===== src/rtl/serial_fa_adder.sv =====
// serial_fa_adder: bit-serial WIDTH-bit adder driving one fa_ha full-adder cell, LSB first.
//   clk, rst_n (async active-low); start/a/b/cin sampled when IDLE or DONE;
//   busy high during RUN, done one-cycle pulse, sum/cout registered result.
`timescale 1ns/1ps
module fa_ha (
  input  logic a,
  input  logic b,
  input  logic cin,
  output logic s,
  output logic cout
);
  assign s    = a ^ b ^ cin;
  assign cout = (a & b) | (cin & (a ^ b));
endmodule

module serial_fa_adder #(
  parameter int WIDTH = 8
) (
  input  logic             clk,
  input  logic             rst_n,
  input  logic             start,
  input  logic [WIDTH-1:0] a,
  input  logic [WIDTH-1:0] b,
  input  logic             cin,
  output logic             busy,
  output logic             done,
  output logic [WIDTH-1:0] sum,
  output logic             cout
);
  localparam int CW = WIDTH > 1 ? $clog2(WIDTH) : 1;
  typedef enum logic [1:0] {IDLE, RUN, DONE} state_t;
  state_t state, state_nxt;
  logic [WIDTH-1:0] a_sh, b_sh, res_sh, res_nxt;
  logic [WIDTH:0] res_cat;
  logic [CW-1:0] cnt;
  logic carry, s, c, last, accept;
  fa_ha u_fa (.a(a_sh[0]), .b(b_sh[0]), .cin(carry), .s(s), .cout(c));
  assign last    = cnt == CW'(WIDTH - 1);
  assign accept  = start && state != RUN;
  // Concatenate then drop the LSB so the shift also elaborates for WIDTH=1.
  assign res_cat = {s, res_sh};
  assign res_nxt = res_cat[WIDTH:1];
  assign busy    = state == RUN;
  assign done    = state == DONE;
  always_comb begin
    state_nxt = state == RUN ? (last ? DONE : RUN) : (start ? RUN : IDLE);
  end
  always_ff @(posedge clk or negedge rst_n) begin
    if (!rst_n) state <= IDLE;
    else state <= state_nxt;
  end
  always_ff @(posedge clk or negedge rst_n) begin
    if (!rst_n) begin
      a_sh   <= '0;
      b_sh   <= '0;
      res_sh <= '0;
      carry  <= 1'b0;
      cnt    <= '0;
      sum    <= '0;
      cout   <= 1'b0;
    end else if (accept) begin
      a_sh   <= a;
      b_sh   <= b;
      res_sh <= '0;
      carry  <= cin;
      cnt    <= '0;
    end else if (state == RUN) begin
      a_sh   <= a_sh >> 1;
      b_sh   <= b_sh >> 1;
      res_sh <= res_nxt;
      carry  <= c;
      cnt    <= cnt + 1'b1;
      if (last) begin
        sum  <= res_nxt;
        cout <= c;
      end
    end
  end
endmodule


===== config.mk =====
export PLATFORM = sky130hd
export DESIGN_NAME = serial_fa_adder
export DESIGN_NICKNAME = d
export VERILOG_FILES = /design/src/rtl/serial_fa_adder.sv
export SDC_FILE = /design/constraint.sdc
export NUM_CORES = 1
export LEC_CHECK = 0
export ABC_AREA = 1
export CORE_MARGIN = 2
export CORE_UTILIZATION = 25
export DETAILED_ROUTE_END_ITERATION = 10
export SLEW_MARGIN = 20
export SYNTH_ARGS = -nofsm -noshare
export SYNTH_HDL_FRONTEND = slang
export SYNTH_SLANG_ARGS = --single-unit
export TNS_END_PERCENT = 5

===== constraint.sdc =====
create_clock -name clk -period 1.2 [get_ports clk]
set_input_delay 0.3 -clock clk [delete_from_list [all_inputs] [get_ports clk]]
set_output_delay 0.3 -clock clk [all_outputs]
set_load 0.02 [all_outputs]

==> qor.yml <==
status: "finished with violations"
violations: "negative setup slack"
die-width_um: 90.0
final.fill_count: 759
grt_pass1_vias: 1404
rr_worst_depth: 6
final_nets: 247
finalSetupTns_ps: -148
vias: 1369
wl_per_cell_um: 11.6
critical_path_class: "register to primary output"
avgSynthCellArea_um2: 9.98
synth-simple-area-share: 0.371
grt_pass1_wl_mm: 6.72
area_growth_pct: 28.5
cp-start-kind: "register"
worstMarginPinSlew_ps: 333
crit_path_end_kind: "primary output"
cts_buffer_depth: 2
max_freq_ghz: 0.783
ioPinCount: 31
met1_length_mm: 1.85
cts-htree-levels: 2
wirelength_mm: 3.76
hold_class: "register to register"
ant_nets: 0
drt_iter0_drc: 97
fin_area_um2: 2370
p_comb_frac: 0.442
fin_skew_ps: 3.05
r2r_start: "cnt[0]"
synth_top_family_by_area: "simple AND/OR/NAND/NOR gates"
wl_met2_mm: 1.75
multi_input_area_um2: 769
antenna_cells: 0
clk_pin_slew_ps: 70
synth_fp_nets: 208
cts_tree: "done"
top_layer: "met4"
fin_crit_sh: 1.06
initial_utilization: 0.256
muxShareOfSynthArea: 0
setup_slack_ps: -77.3
met3_length_um: 105
drive_gt1_frac: 0.302
p_leak_nw: 1.16
clk_latency_ps: 280
period_needed_ps: 1280
clock-sinks: 38
p_int_mw: 3.48
fin_hold_ws_ps: 480
synth-seq-area-share: 0.515
p_sw_mw: 2.21
holdPathStages: 2
synth_xor_area_frac: 0
dr.pass1.iters: 4
final_cells: 324
place.gp.congestion: 0.699
die_area_um2: 8090
irDropWorstVdd_mv: 0.555
path_max_fanout: 2
max-slew-margin-rel: 0.778
finalPower_mw: 5.69
post_cts_buffers: 0
min_from: "sum[4]"
p_per_area_nw_per_um2: 2400
dpl-instance-area_um2: 2240
die_y_um: 90.0
synth_fa_ha_area_frac: 0.0244
synthesis.area_um2: 1850
vias_per_cell: 4.23
max_cap_viol_count: 0
dp_slack_ps: -355
reg2reg_slack_ps: 10
cts_inserted_buffers: 5
min_to: "sum[4]"
io_buffers: 30
pwr-share-seq: 0.380
crit_required_ps: 900
rr_endpoint: "sum[6]"
gr-total-overflow: 0
route.detailed.drc: 0
rsz0062_at_grt: "yes"
synth-seq-cells: 38
fin_util: 0.329
slew_viol_final: 0
finalHoldViolations: 0
yosysWarnings: 0
rows: 31
syn_inst: 185
placed_cells: 315
post-dp-hpwl_mm: 2.43
synth_cell_types: 17
register_area_um2: 951
coreArea_um2: 7210
cts-root-buf: "clkbuf_8"
synth-compound-area-share: 0.00745
grt_max_degree: 39
setup_viol: 2
cp.arrival_ps: 980
grt_usage: 0.102
swShare: 0.389
antenna_found_initial: 0
pwr-share-clk: 0.178
timing repair:
item / in CTS / in global routing
endpoints found under the hold margin: 38 / 0
pin swaps: 1 / 3
gates resized for setup: 55 / 5
endpoints found under the setup margin: 25 / 39
hold buffers: 1 / 0
power groups by stage:
stage | clock (mW) | sequential (mW) | combinational (mW)
after floorplan | 0 | 2.29 | 1.75
after global placement | 0 | 2.18 | 2.42
after detailed placement | 0 | 2.19 | 2.46
after CTS | 1.05 | 2.17 | 2.47
after global routing | 1.10 | 2.24 | 2.82
final | 1.01 | 2.16 | 2.52
layer usage:
metal  track usage  up-vias
met5             0        -
met4        0.0308        0
met3        0.0277        5
met2         0.157       23
met1         0.139      654
li1              -      687
layout make-up:
class	instances	share of cell area
tap	99	0.0522
timing repair buffer	44	0.169
sequential	38	0.401
inverter	4	0.00738
clock buffer	8	0.0464
multi-input combinational	131	0.324
Yosys cell counts:
master | number | share of area
nand2_2 | 2 | 0.0068
fa_1 | 1 | 0.011
nand3_2 | 25 | 0.14
dfrtp_1 | 38 | 0.51
inv_1 | 1 | 0.0020
nand2_1 | 62 | 0.13
inv_4 | 1 | 0.0034
a21oi_2 | 1 | 0.0047
buf_12 | 3 | 0.033
nor2_1 | 2 | 0.0041
ha_1 | 2 | 0.014
nor2_4 | 1 | 0.0061
inv_2 | 2 | 0.0041
buf_4 | 7 | 0.028
buf_6 | 2 | 0.012
nand3_1 | 34 | 0.092
o21ai_1 | 1 | 0.0027
sequential cells by signal, summed over array words and instances, names as in the netlist:
signal / cells
a_sh: 8
b_sh: 8
sum: 8
res_sh: 7
cnt: 3
state: 2
carry: 1
cout: 1
worst max-delay path by stage:
| stage | cells past startpoint | slack (ps) | startpoint | end |
|---|---|---|---|---|
| finish | 2 | -80 | state[1] | busy |
| global route | 3 | -140 | state[1] | done |
| CTS | 2 | -100 | state[1] | busy |
| detailed placement | 6 | -350 | cnt[0] | sum[6] |
| global placement | 6 | -300 | cnt[0] | cout |
| floorplan | 7 | 20 | cnt[0] | sum[7] |
worst max-delay path: stages, from the launching register on:
cell and delay, ps:
dfrtp_1 420, nor2_4 150, buf_6 130
placed cells by master (no fill, tap or decap):
cell	n
a21oi_2	1
buf_12	3
buf_2	10
buf_4	9
buf_6	3
clkbuf_8	8
clkdlybuf4s50_1	18
dfrtp_1	38
dlygate4sd3_1	1
fa_1	1
ha_1	1
ha_2	1
inv_1	1
inv_2	2
inv_4	1
nand2_1	62
nand2_2	1
nand2_8	1
nand3_1	34
nand3_2	25
nor2_2	1
nor2_4	2
o21ai_1	1
cell families (layout without fill, tap and decap cells):
| kind of cell | after synthesis | after routing |
|---|---|---|
| AND/OR/NAND/NOR | 126 | 126 |
| AO/OA/AOI/OAI | 2 | 2 |
| buffers and inverters | 16 | 56 |
| adder cells (fa/ha/maj) | 3 | 3 |
| flip-flops | 38 | 38 |
No activity file was read; power rests on OpenSTA's default activity.
